===== src/rtl/vect_dot_accum_if.sv =====
// rtl/vect_dot_accum_if.sv - product input stream and held result handshake for the dot-product accumulator
interface vect_dot_accum_if #(
    parameter int PW    = 12,
    parameter int ACC_W = 12
);
    logic                    in_valid;
    logic                    in_ready;
    logic signed [PW-1:0]    in_data;
    logic                    out_valid;
    logic                    out_ready;
    logic signed [ACC_W-1:0] out_sum;
    logic                    out_ovf;

    modport master (
        output in_valid, in_data, out_ready,
        input  in_ready, out_valid, out_sum, out_ovf
    );

    modport slave (
        input  in_valid, in_data, out_ready,
        output in_ready, out_valid, out_sum, out_ovf
    );
endinterface


===== src/rtl/vect_dot_accum.sv =====
// rtl/vect_dot_accum.sv - sums N signed products into a saturated dot product with held result handshake
module vect_dot_accum #(
    parameter int N     = 4,
    parameter int M     = 4,
    parameter int ACC_W = 12
) (
    input  logic                clk,
    input  logic                rst,
    input  logic                start,
    output logic                busy,
    output logic                err,
    vect_dot_accum_if.slave     io
);
    localparam int PW = 3 * M;
    localparam int CW = $clog2(N);
    localparam int AW = PW + CW;

    // Saturation bounds of the ACC_W result, expressed in accumulator width
    localparam logic signed [AW-1:0] SAT_MAX = {{(AW-ACC_W+1){1'b0}}, {(ACC_W-1){1'b1}}};
    localparam logic signed [AW-1:0] SAT_MIN = {{(AW-ACC_W+1){1'b1}}, {(ACC_W-1){1'b0}}};

    typedef enum logic [1:0] {IDLE, ACCUM, HOLD} state_t;

    state_t                  state, state_n;
    logic signed [AW-1:0]    acc;
    logic [CW-1:0]           cnt;
    logic signed [AW-1:0]    in_ext;
    logic signed [AW-1:0]    sum_n;
    logic signed [ACC_W-1:0] sat_sum;
    logic                    sat_ovf;
    logic                    acc_clr;
    logic                    acc_add;
    logic                    load_out;
    logic                    err_n;

    assign in_ext       = {{(AW-PW){io.in_data[PW-1]}}, io.in_data};
    assign sum_n        = acc + in_ext;
    assign io.in_ready  = (state == ACCUM);
    assign io.out_valid = (state == HOLD);
    assign busy         = (state != IDLE);

    always_ff @(posedge clk) begin
        if (rst) begin
            state <= IDLE;
        end else begin
            state <= state_n;
        end
    end

    always_comb begin
        state_n  = state;
        acc_clr  = 1'b0;
        acc_add  = 1'b0;
        load_out = 1'b0;
        err_n    = 1'b0;
        case (state)
            IDLE: begin
                if (start) begin
                    state_n = ACCUM;
                    acc_clr = 1'b1;
                end
            end
            ACCUM: begin
                // An aborting start wins over a product offered in the same cycle
                if (start) begin
                    acc_clr = 1'b1;
                    err_n   = 1'b1;
                end else if (io.in_valid) begin
                    acc_add = 1'b1;
                    if (cnt == CW'(N-1)) begin
                        state_n  = HOLD;
                        load_out = 1'b1;
                    end
                end
            end
            HOLD: begin
                if (io.out_ready) begin
                    if (start) begin
                        state_n = ACCUM;
                        acc_clr = 1'b1;
                    end else begin
                        state_n = IDLE;
                    end
                end
            end
            default: state_n = IDLE;
        endcase
    end

    always_comb begin
        sat_sum = sum_n[ACC_W-1:0];
        sat_ovf = 1'b0;
        if (sum_n > SAT_MAX) begin
            sat_sum = SAT_MAX[ACC_W-1:0];
            sat_ovf = 1'b1;
        end else if (sum_n < SAT_MIN) begin
            sat_sum = SAT_MIN[ACC_W-1:0];
            sat_ovf = 1'b1;
        end
    end

    always_ff @(posedge clk) begin
        if (rst) begin
            acc        <= '0;
            cnt        <= '0;
            io.out_sum <= '0;
            io.out_ovf <= 1'b0;
            err        <= 1'b0;
        end else begin
            err <= err_n;
            if (acc_clr) begin
                acc <= '0;
                cnt <= '0;
            end else if (acc_add) begin
                acc <= sum_n;
                cnt <= load_out ? '0 : cnt + CW'(1);
            end
            if (load_out) begin
                io.out_sum <= sat_sum;
                io.out_ovf <= sat_ovf;
            end
        end
    end
endmodule


===== src/flat_wrapper.sv =====
// flat-port wrapper written by rule: the top's interface ports become plain ports
module vect_dot_accum_flat 
#(
    parameter int N     = 4,
    parameter int M     = 4,
    parameter int ACC_W = 12
)
  (clk, rst, start, busy, err, io_in_valid, io_in_data, io_out_ready, io_in_ready, io_out_valid, io_out_sum, io_out_ovf);
  vect_dot_accum_if #(.PW((3 * M)), .ACC_W(ACC_W)) io_i ();
  input  logic clk;
  input  logic rst;
  input  logic start;
  output logic busy;
  output logic err;
  input wire logic [$bits(io_i.in_valid)-1:0] io_in_valid;
  input wire logic [$bits(io_i.in_data)-1:0] io_in_data;
  input wire logic [$bits(io_i.out_ready)-1:0] io_out_ready;
  output wire logic [$bits(io_i.in_ready)-1:0] io_in_ready;
  output wire logic [$bits(io_i.out_valid)-1:0] io_out_valid;
  output wire logic [$bits(io_i.out_sum)-1:0] io_out_sum;
  output wire logic [$bits(io_i.out_ovf)-1:0] io_out_ovf;
  assign io_i.in_valid = io_in_valid;
  assign io_i.in_data = io_in_data;
  assign io_i.out_ready = io_out_ready;
  assign io_in_ready = io_i.in_ready;
  assign io_out_valid = io_i.out_valid;
  assign io_out_sum = io_i.out_sum;
  assign io_out_ovf = io_i.out_ovf;
  vect_dot_accum #(.N(N), .M(M), .ACC_W(ACC_W)) u_core (.clk(clk), .rst(rst), .start(start), .busy(busy), .err(err), .io(io_i));
endmodule

===== config.mk =====
export PLATFORM = sky130hd
export DESIGN_NAME = vect_dot_accum_flat
export DESIGN_NICKNAME = d
export VERILOG_FILES = /design/src/rtl/vect_dot_accum_if.sv /design/src/rtl/vect_dot_accum.sv /design/src/flat_wrapper.sv
export SDC_FILE = /design/constraint.sdc
export NUM_CORES = 1
export LEC_CHECK = 0
export ABC_CLOCK_PERIOD_IN_PS = 3500
export BUFFER_PORTS_ARGS = -buffer_cell sky130_fd_sc_hd__buf_2
export CORE_MARGIN = 5
export CORE_UTILIZATION = 44
export DETAILED_ROUTE_END_ITERATION = 10
export PLACE_DENSITY = 0.71
export SYNTH_ARGS = -nofsm -noshare
export SYNTH_HDL_FRONTEND = slang
export SYNTH_SLANG_ARGS = --single-unit

===== constraint.sdc =====
create_clock -name clk -period 3.5 [get_ports clk]
set_input_delay 0.35 -clock clk [delete_from_list [all_inputs] [get_ports clk]]
set_output_delay 0.35 -clock clk [all_outputs]
set_load 0.005 [all_outputs]

After elaboration in Yosys (flattened, before gate mapping)
Index checks and enable logic that the tools add are counted.
Cells by class
  add/sub/neg operators: 2
  magnitude comparators: 2
  eq/ne operators: 8
  muxes and demuxes: 22
  bitwise logic cells: 1
  reductions and logical operators: 6
Operator list (number)
  $mux W12: 2
  $add A14 B12 Y14: 1
  $gt A14 B12 Y1 const B: 1
  $lt A14 B12 Y1 const B: 1
  $mux W1: 12
  $mux W2: 6
  $ne A2 B2 Y1 const B: 4
  $pmux W2 S3: 1
  $reduce_or A2 Y1: 3
  $reduce_and A5 Y1: 1
  $eq A2 B2 Y1 const B: 2
  $add A2 B1 Y2 const B: 1
  $eq A2 B1 Y1 const B: 1
  $logic_not A2 Y1: 1
  $ne A2 B1 Y1 const B: 1
  $pmux W1 S2: 1
  $reduce_bool A2 Y1: 1
  $not A1 Y1: 1
Storage, ports and cells
  register bits: 32
  output and inout port bits: 17

Longest topological paths before layout
Gate-level depths: netlist of run 1.
  depth in word-level cells: 6
  depth in mapped cells: 9

Least setup slack after synthesis of run 1
No wires, ideal clock.
  kind: input -> register
  start point: input port io_in_data[8]
  end point: register u_core.io.out_sum[10]
  setup time: 0.100 ns
  arrival time: 2.444 ns
  data required time: 3.400 ns
  setup slack: 0.956 ns
  stages on the path: 9
  path buffers: 1
  cell sequence: ha_1 > a21o_1 > a221oi_1 > a2bb2oi_2 > o311ai_4 > xor2_2 > o22ai_2 > buf_6 > a2111oi_4
Between the ends
  cells in the longest elaborated chain, start to end: 4
Ends and longest elaborated chain
  start: declaration: line flat_wrapper.sv:16  | input wire logic [$bits(io_i.in_data)-1:0] io_in_data;
  $add A14 B12 Y14 (*): line vect_dot_accum.sv:37  | assign sum_n = acc + in_ext;
  $lt A14 B12 Y1: line vect_dot_accum.sv:96  | end else if (sum_n < SAT_MIN) begin
  $mux W12: line vect_dot_accum.sv:96
  $mux W12 (*): line vect_dot_accum.sv:93  | if (sum_n > SAT_MAX) begin
  end signal: assignment: line vect_dot_accum.sv:119  | io.out_sum <= sat_sum;
  end: declaration: line vect_dot_accum_if.sv:21  | output in_ready, out_valid, out_sum, out_ovf
Mark *: on every way between the ends. The rest lies on a longest branch, timed or not.
A chain may end at the register's enable or synchronous reset.

Worst setup path after layout of run 1
  start point: register u_core.acc[8]
  end point: register u_core.io.out_sum[0]
Between the ends
  cells in the longest elaborated chain, start to end: 4
Ends and longest elaborated chain
  start: declaration: line vect_dot_accum.sv:25  | logic signed [AW-1:0] acc;
  start signal: assignment: line vect_dot_accum.sv:115  | acc <= sum_n;
  $add A14 B12 Y14 (*): line vect_dot_accum.sv:37
  $lt A14 B12 Y1: line vect_dot_accum.sv:96
  $mux W12: line vect_dot_accum.sv:96
  $mux W12 (*): line vect_dot_accum.sv:93
Marked as above.

==> results of run 1 <==
where the power goes:
group          internal (W)  total (W)  switching [W]
clock              0.000251   0.000392       0.000140
sequential         0.000368   0.000370     0.00000265
combinational     0.0000356  0.0000959      0.0000603
Yosys cell counts (all sizes together), types with 3 or more instances:
cell     count  area (µm²)
dfxtp       32         641
a211oi       6        50.1
a21oi       19        95.1
xnor2        4        35.0
nor2        33         124
a21o         3        22.5
o21ai        8        43.8
nand4        3        18.8
ha          14         175
a2111oi     11         198
xor2         8        96.4
nand3        6        35.0
buf          3        26.3
nor2b        5        31.3
clkbuf       7        26.3
nand2       19        71.3
inv          6        22.5
logic make-up after synthesis:
group,count (synthesis),synth area share (%)
buffers and inverters,16,3.84
adders and majority gates,15,9.98
xor gates and xnor gates,12,6.72
and+or+nand+nor,75,17.3
AOI/OAI and AO/OA,63,29.4
DFF,32,32.8
through the flow:
stage               instances  total power (W)  hold WS, ps
finish                    299         0.000858          355
global route              299         0.000896          376
CTS                       299         0.000863          351
detailed placement        291         0.000474          453
global placement          291         0.000473          445
floorplan                 213         0.000447          436
worst min path at each step:
stage / from / endpoint / slack, ps / cells past startpoint
final: io_out_ready / u_core.state[1]$_SDFFE_PP0P_ / 350 / 4
after CTS: io_out_ready / u_core.state[1]$_SDFFE_PP0P_ / 350 / 4
after global placement: u_core.cnt[1]$_SDFFE_PP0P_ / u_core.cnt[1]$_SDFFE_PP0P_ / 440 / 2
after global routing: io_out_ready / u_core.state[1]$_SDFFE_PP0P_ / 380 / 4
after detailed placement: u_core.acc[12]$_SDFFE_PP0P_ / u_core.acc[12]$_SDFFE_PP0P_ / 450 / 2
after floorplan: u_core.cnt[1]$_SDFFE_PP0P_ / u_core.cnt[1]$_SDFFE_PP0P_ / 440 / 2
final cells by class:
type / count / area, µm² / share of cell area [%]
multi-input combinational: 165 / 1240 / 54.3
timing repair buffer: 36 / 188 / 8.22
clock buffer: 7 / 96.3 / 4.22
inverter: 6 / 22.5 / 0.987
tap: 52 / 65.1 / 2.85
sequential: 32 / 641 / 28.1
clock inverter: 1 / 30.0 / 1.32
critical path, stage by stage (launching register included):
cell	delay, ps
dfxtp_1	330
ha_1	360
a21o_1	250
a221oi_1	400
a2bb2oi_2	210
o311ai_4	150
xor2_2	230
o22ai_2	730
a2111oi_1	190
cells in the final DEF, fill, tap and decap left out, drive strengths merged, types with 3 or more instances in the layout:
| master | count |
|---|---|
| buf | 36 |
| nor2 | 33 |
| clkbuf | 7 |
| dfxtp | 32 |
| a21o | 3 |
| inv | 6 |
| nand3 | 6 |
| a211oi | 6 |
| nand2 | 19 |
| a21oi | 19 |
| o21ai | 8 |
| xnor2 | 4 |
| xor2 | 8 |
| ha | 14 |
| a2111oi | 11 |
| nand4 | 3 |
| nor2b | 5 |
layer usage:
| layer | up-vias | global-route usage [%] |
|---|---|---|
| met5 | - | 0 |
| met2 | 35 | 24.8 |
| li1 | 845 | - |
| met3 | 2 | 3.28 |
| met4 | 0 | 3.15 |
| met1 | 761 | 21.0 |
flip-flops by register name, summed over array words and instances, names as in the netlist:
| name | cells |
|---|---|
| u_core.err | 1 |
| u_core.acc | 14 |
| u_core.state | 2 |
| u_core.io.out_sum | 12 |
| u_core.io.out_ovf | 1 |
| u_core.cnt | 2 |
==> flow_metrics.py, run 1 <==
metrics = {
    "critical_path": {
        "startpoint": "u_core.acc[8]$_SDFFE_PP0P_",
        "crit_fanout": 11,
        "crit_type": "flip-flop to flip-flop",
        "cp-end-kind": "flip-flop",
        "rr_startpoint": "u_core.acc[8]$_SDFFE_PP0P_",
        "crit_end": "u_core.io.out_sum[0]$_SDFFE_PP0P_",
        "r2r_slack_ps": 490,
        "cp.required_ps": 3620,
        "rr_endpoint": "u_core.io.out_sum[0]$_SDFFE_PP0P_",
        "r2r_cells": 8,
        "cp.arrival_ps": 3130,
        "start_kind": "flip-flop",
    },
    "clocking": {
        "cts_tree": "yes",
        "clk_latency_ps": 280,
        "path_clk_slew_ps": 70,
        "cts_buffers": 5,
        "h-tree-depth": 2,
        "ctsHoldBuffers": 0,
        "cts_resized": 0,
        "clock_sink_count": 32,
        "clk_path_buf_depth": 2,
        "clk_root_buffer_cell": "clkbuf_8",
        "cts_setup_buffers": 0,
    },
    "logic_synthesis": {
        "synthFlopType": "dfxtp_1",
        "ys_warn_count": 0,
        "synth_area_um2": 1960,
        "async_flop_share_pct": 0,
        "ys_seq_elements": 32,
        "synth_area_per_cell_um2": 9.18,
        "synth-seq-area-share_pct": 32.8,
        "ys_types": 47,
        "synth_edf_count": 0,
        "synth_nets": 245,
        "synthCells": 213,
    },
    "cells_and_area": {
        "final_util_pct": 52.8,
        "num_antenna_cells": 0,
        "fin_nets": 278,
        "drive_above_1_share_pct": 25.9,
        "final_cell_area_um2": 2280,
        "syn2layout_area_growth_pct": 16.7,
        "num-fill-cells": 422,
    },
    "grt": {
        "grt_first_pass_wirelength_um": 7460,
        "grt_overflow": 0,
        "antenna_found_initial": 0,
        "track_usage_pct": 15.3,
        "grt_start_max_net_pins": 21,
        "grt_pass1_vias": 1551,
    },
    "detailed_routing": {
        "top_layer_used": "met4",
        "viasPerCell": 5.49,
        "vias": 1643,
        "antenna_left": 0,
        "drc": 0,
        "wl_met2_um": 2000,
        "met1Wirelength_um": 2110,
        "firstDrtPassIters": 4,
        "wire_per_inst_um": 14.4,
        "met3_length_um": 180,
        "wl_um": 4320,
        "drt_iter0_markers": 136,
    },
    "timing": {
        "rsz0062_at_grt": "false",
        "tightest_slew_ps": 875,
        "fin_crit_sh_pct": 86.0,
        "worst_slack_ps": 490,
        "final.min_clock_period_ps": 3010,
        "drv_slew": 0,
        "fmax_ghz": 0.332,
        "setup_viol": 0,
        "skew_ps": 4.94,
        "fin_tns_setup_ps": 0,
        "final-hold-violation-count": 0,
        "slew_headroom_pct": 41.6,
    },
    "floorplanning": {
        "die_h_um": 76.7,
        "io_pins": 34,
        "num_rows": 24,
        "die_w_um": 76.7,
        "start_util_pct": 45.2,
        "dieArea_um2": 5880,
        "fp.coreArea_um2": 4320,
    },
    "run": {
        "cap_violations": 0,
    },
    "min_path": {
        "hold_class": "input pin to flip-flop",
    },
    "outcome": {
        "outcome": "completed",
    },
    "placed_design": {
        "preCtsSetupSlack_ps": 337,
        "dpl_cell_area_um2": 2160,
        "port_buffers": 33,
        "dp_hpwl_um": 3140,
        "gp_congestion": 0.888,
    },
    "power": {
        "p_leak_nw": 0.941,
        "peakVddDrop_mv": 0.213,
        "power_density_nw_per_um2": 376,
    },
}
Power figures use the tool's default switching activity.
==> inputs of run 2 (changes only) <==
--- a/config.mk
+++ b/config.mk
@@ -5,7 +5,7 @@
 export SDC_FILE = /design/constraint.sdc
 export NUM_CORES = 1
 export LEC_CHECK = 0
-export ABC_CLOCK_PERIOD_IN_PS = 3500
+export ABC_CLOCK_PERIOD_IN_PS = 3240
 export BUFFER_PORTS_ARGS = -buffer_cell sky130_fd_sc_hd__buf_2
 export CORE_MARGIN = 5
 export CORE_UTILIZATION = 44
==> constraint.sdc (replaced) <==
create_clock -name clk -period 3.24 [get_ports clk]
set_input_delay 0.324 -clock clk [delete_from_list [all_inputs] [get_ports clk]]
set_output_delay 0.324 -clock clk [all_outputs]
set_load 0.005 [all_outputs]
==> run 2 against run 1 <==
Against the previous run: clock power decreased by 16%; combinational power is 16% higher; final cell count is 2.0% higher; worst hold slack worse by 25 ps; critical path depth rose by 1; non-clock buffer count grew 7.
==> flow_metrics.py, run 2 (same netlist as run 1, synthesis figures left out) <==
metrics = {
    "detailed_routing": {
        "vias": 1669,
        "viasPerCell": 5.47,
        "wl_um": 4340,
        "wire_per_inst_um": 14.2,
        "firstDrtPassIters": 4,
        "drt_iter0_markers": 50,
        "drc": 0,
        "antenna_left": 0,
    },
    "critical_path": {
        "critPathTopFamily": "compound AO/OA/AOI/OAI gates",
        "start_kind": "flip-flop",
        "crit_type": "flip-flop to flip-flop",
        "cp.required_ps": 3350,
        "crit_fanout": 7,
        "r2r_slack_ps": 240,
        "cp.arrival_ps": 3110,
        "slowest_stage": "a211oi_2",
        "crit_chain": "ha_1 > and2_1 > a221oi_1 > a2bb2oi_2 > o311ai_4 > xor2_2 > a211oi_2 > buf_4 > a2111oi_2",
        "path_buf_inv": 1,
        "cp_slowest_stage_delay_ps": 690,
        "cp-end-kind": "flip-flop",
    },
    "run": {
        "cap_violations": 0,
    },
    "floorplanning": {
        "die_w_um": 76.7,
        "num_rows": 24,
        "start_util_pct": 45.2,
        "dieArea_um2": 5880,
        "io_pins": 34,
        "fp.coreArea_um2": 4320,
        "die_h_um": 76.7,
    },
    "clocking": {
        "cts_setup_buffers": 0,
        "cts_tree": "yes",
        "h-tree-depth": 2,
        "ctsHoldBuffers": 0,
        "cts_buffers": 5,
        "clk_latency_ps": 280,
        "path_clk_slew_ps": 70,
        "clk_root_buffer_cell": "clkbuf_8",
        "clock_sink_count": 32,
        "clk_path_buf_depth": 2,
        "cts_resized": 0,
    },
    "grt": {
        "grt_overflow": 0,
        "grt_pass1_vias": 1678,
        "antenna_found_initial": 0,
        "grt_first_pass_wirelength_um": 7640,
        "grt_start_max_net_pins": 21,
        "track_usage_pct": 15.8,
    },
    "power": {
        "power_density_nw_per_um2": 365,
        "peakVddDrop_mv": 0.198,
        "p_leak_nw": 0.962,
    },
    "cells_and_area": {
        "final_cell_mix": "nor2_1, buf_2, dfxtp_1",
        "final_util_pct": 53.3,
        "top_regs": "u_core.acc (14), u_core.io.out_sum (12)",
        "final_cell_area_um2": 2300,
        "num_antenna_cells": 0,
        "largest_reg_flops": 14,
        "syn2layout_area_growth_pct": 17.9,
        "top_register": "u_core.acc",
        "fin_nets": 285,
        "num-fill-cells": 414,
        "drive_above_1_share_pct": 27.7,
        "multi_input_area_um2": 1240,
        "regArea_um2": 641,
    },
    "timing": {
        "final-hold-violation-count": 0,
        "slew_headroom_pct": 42.6,
        "skew_ps": 5.39,
        "rsz0062_at_grt": "false",
        "worst_hold_slack_ps": 329,
        "setup_viol": 0,
        "tightest_slew_ps": 859,
        "final.min_clock_period_ps": 3000,
        "fin_tns_setup_ps": 0,
        "fmax_ghz": 0.333,
        "fin_crit_sh_pct": 92.6,
        "drv_slew": 0,
    },
    "placed_design": {
        "gp_congestion": 0.829,
        "dp_hpwl_um": 3180,
        "port_buffers": 33,
        "dpl_cell_area_um2": 2210,
    },
    "min_path": {
        "hold_class": "input pin to flip-flop",
    },
    "outcome": {
        "outcome": "completed",
    },
}
run 2: cell count changes in the layout (fill, tap and decap cells not counted), sizes merged:
| cell | previous run | this run |
|---|---|---|
| bufinv | 1 | 0 |
| buf | 36 | 43 |
run 2: routing by layer:
layer / part of all wire, % / vias up / track usage, %
li1: - / 856 / -
met1: 47 / 771 / 19.8
met2: 47 / 36 / 25.7
met3: 4.5 / 6 / 3.75
met4: 1.6 / 0 / 6.47
met5: 0 / - / 0
run 2: cell type report:
type	count	area share, %
clock buffer	7	4.18
multi-input combinational	165	53.8
inverter	6	0.977
sequential	32	27.8
tap	52	2.82
timing repair buffer	43	10.4
run 2: per-stage QoR:
stage / total power (W) / cells / setup WS (ps)
2_1_floorplan: 0.000483 / 213 / 722
3_3_place_gp: 0.000518 / 298 / 153
3_5_place_dp: 0.000519 / 298 / 116
4_1_cts: 0.000852 / 305 / 227
5_1_grt: 0.000883 / 305 / 33.5
6_report: 0.000842 / 305 / 241
run 2: worst paths after layout:
check                                   start  depth (start not counted)                                 to
hold reg to reg    u_core.cnt[1]$_SDFFE_PP0P_                          2         u_core.cnt[1]$_SDFFE_PP0P_
setup / recovery  u_core.acc[10]$_SDFFE_PP0P_                          9  u_core.io.out_sum[7]$_SDFFE_PP0P_
setup reg to reg  u_core.acc[10]$_SDFFE_PP0P_                          9  u_core.io.out_sum[7]$_SDFFE_PP0P_
hold / removal                   io_out_ready                          4       u_core.state[1]$_SDFFE_PP0P_
run 2: power breakdown:
group          internal (W)  total [W]  leakage, nW  switching (W)
Clock              0.000189   0.000330       0.0503       0.000141
Combinational     0.0000441   0.000111        0.653      0.0000666
Sequential         0.000398   0.000401        0.258     0.00000312
run 2: worst min-delay path: stages:
cell and delay [ps]:
buf_2 70, inv_1 50, nand2_1 50, a21oi_1 60
==> inputs of run 3 (changes only) <==
--- a/config.mk
+++ b/config.mk
@@ -11,6 +11,8 @@
 export CORE_UTILIZATION = 44
 export DETAILED_ROUTE_END_ITERATION = 10
 export PLACE_DENSITY = 0.71
+export RECOVER_POWER = 25
+export REMOVE_ABC_BUFFERS = 1
 export SYNTH_ARGS = -nofsm -noshare
 export SYNTH_HDL_FRONTEND = slang
 export SYNTH_SLANG_ARGS = --single-unit
==> run 3 against run 2 <==
Against the previous run: first-iteration DRC count rose by 16%; non-clock buffer count shrank 6; worst hold slack worse by 10 ps; sequential power hardly changed; wire length decreased by 2.6%; highest routed layer unchanged; register-to-register slack better by 80 ps; die area did not move; global-route usage decreased by 0.49 points; total power fell by 2.5%; flip-flop and latch count unchanged; clock power down 4%.
==> flow_metrics.py, run 3 (same netlist as run 1, synthesis figures left out) <==
metrics = {
    "min_path": {
        "hold_end": "u_core.state[1]$_SDFFE_PP0P_",
        "hold_class": "input pin to flip-flop",
        "hold_path_depth": 4,
        "hold_start": "io_out_ready",
    },
    "critical_path": {
        "slowest_stage": "o22ai_2",
        "crit_chain": "ha_1 > a21o_1 > a221oi_1 > a2bb2oi_2 > o311ai_4 > xor2_2 > o22ai_2 > a2111oi_1",
        "r2r_slack_ps": 320,
        "startpoint": "u_core.acc[8]$_SDFFE_PP0P_",
        "cp.arrival_ps": 3050,
        "path_buf_inv": 0,
        "r2r_cells": 8,
        "critPathTopFamily": "compound AO/OA/AOI/OAI gates",
        "cp.required_ps": 3370,
        "rr_endpoint": "u_core.io.out_sum[0]$_SDFFE_PP0P_",
        "cp-end-kind": "flip-flop",
        "cp_slowest_stage_delay_ps": 720,
        "crit_type": "flip-flop to flip-flop",
        "rr_startpoint": "u_core.acc[8]$_SDFFE_PP0P_",
        "start_kind": "flip-flop",
        "crit_fanout": 11,
    },
    "placed_design": {
        "place_inst": 292,
        "preCtsSetupSlack_ps": 182,
        "dp_hpwl_um": 3130,
        "port_buffers": 33,
        "gp_congestion": 0.811,
    },
    "timing": {
        "worst_hold_slack_ps": 319,
        "fin_crit_sh_pct": 90.2,
        "fmax_ghz": 0.342,
        "worst_slack_ps": 317,
        "final.min_clock_period_ps": 2920,
        "rsz0062_at_grt": "false",
        "fin_tns_setup_ps": 0,
        "slew_headroom_pct": 42.7,
        "tightest_slew_ps": 859,
        "skew_ps": 5.61,
        "final-hold-violation-count": 0,
        "drv_slew": 0,
        "setup_viol": 0,
    },
    "floorplanning": {
        "start_util_pct": 45.2,
        "dieArea_um2": 5880,
        "num_rows": 24,
        "io_pins": 34,
        "fp.coreArea_um2": 4320,
        "die_w_um": 76.7,
        "die_h_um": 76.7,
    },
    "clocking": {
        "cts_setup_buffers": 0,
        "h-tree-depth": 2,
        "clk_root_buffer_cell": "clkbuf_8",
        "path_clk_slew_ps": 70,
        "clk_latency_ps": 280,
        "cts_buffers": 5,
        "cts_resized": 0,
        "clk_path_buf_depth": 2,
        "clock_sink_count": 32,
        "cts_tree": "yes",
        "ctsHoldBuffers": 0,
    },
    "grt": {
        "grt_first_pass_wirelength_um": 7450,
        "antenna_found_initial": 0,
        "grt_start_max_net_pins": 21,
        "grt_pass1_vias": 1614,
        "track_usage_pct": 15.3,
        "grt_overflow": 0,
    },
    "power": {
        "peakVddDrop_mv": 0.231,
        "combPwrFrac_pct": 12.7,
        "p_seq_share_pct": 48.8,
        "power_w": 0.000820,
        "switching_share_pct": 25.6,
        "clockPowerShare_pct": 38.5,
        "internal-power_w": 0.000610,
        "power_density_nw_per_um2": 365,
        "p_sw_w": 0.000210,
        "p_leak_nw": 0.901,
    },
    "cells_and_area": {
        "drive_above_1_share_pct": 23.0,
        "top_regs": "u_core.acc (14), u_core.io.out_sum (12)",
        "largest_reg_flops": 14,
        "num_antenna_cells": 0,
        "mostFrequentLayoutCell": "nor2_1",
        "regArea_um2": 641,
        "multi_input_area_um2": 1240,
        "top_register": "u_core.acc",
        "fin_cells": 300,
        "num-fill-cells": 413,
        "syn2layout_area_growth_pct": 14.8,
        "final_cell_mix": "nor2_1, dfxtp_1, buf_2",
        "fin_nets": 279,
    },
    "detailed_routing": {
        "drt_iter0_markers": 58,
        "viasPerCell": 5.44,
        "wire_per_inst_um": 14.1,
        "firstDrtPassIters": 8,
        "wl_um": 4230,
        "antenna_left": 0,
        "drc": 0,
        "vias": 1633,
    },
    "outcome": {
        "outcome": "completed",
    },
    "run": {
        "cap_violations": 0,
    },
}
==> run 3: cell count changes in the layout (fill, tap and decap cells not counted), sizes merged <==
cell / previous run / this run
buf: 43 / 31
clkbuf: 7 / 14
==> run 3: power groups by stage <==
stage                     sequential (W)  clock [W]  combinational [W]
after floorplan                 0.000409          0          0.0000686
after global placement          0.000409          0           0.000103
after detailed placement        0.000409          0           0.000104
after CTS                       0.000400   0.000328           0.000104
after global routing            0.000401   0.000345           0.000117
final                           0.000400   0.000316           0.000104
==> run 3: through the flow <==
| stage | instance area, µm² | utilization [%] |
|---|---|---|
| final | 2250 | 51.9 |
| after global routing | 2250 | 51.9 |
| after CTS | 2250 | 52.1 |
| after detailed placement | 2160 | 50.0 |
| after global placement | 2160 | 50.0 |
| after floorplan | 1900 | - |
==> run 3: area by class of cell <==
| class | count | share of cell area (%) |
|---|---|---|
| multi-input cells | 165 | 55.2 |
| flip-flops and latches | 32 | 28.5 |
| repair buffers | 37 | 8.36 |
| clock buffers | 8 | 4.01 |
| well taps | 52 | 2.90 |
| inverters | 6 | 1.00 |
==> run 3: tightest hold or removal path: cells and delay by family <==
family / cells / cell delay [ps]
compound gates: 1 / 50
buf+inv: 2 / 130
simple gates: 1 / 50
==> run 3: worst max path at each step <==
stage,to,slack [ps],cells past startpoint
floorplan,u_core.io.out_sum[0]$_SDFFE_PP0P_,320,8
finish,u_core.io.out_sum[0]$_SDFFE_PP0P_,320,8
detailed placement,u_core.io.out_sum[0]$_SDFFE_PP0P_,180,9
global route,u_core.io.out_sum[0]$_SDFFE_PP0P_,80,8
CTS,u_core.io.out_sum[0]$_SDFFE_PP0P_,310,8
global placement,u_core.io.out_sum[0]$_SDFFE_PP0P_,210,9
==> run 3: routing by layer <==
metal | part of all wire, % | track usage, %
met5 | 0 | 0
met4 | 1.7 | 5.77
met3 | 3.5 | 3.75
met2 | 46 | 24.4
met1 | 48 | 19.8
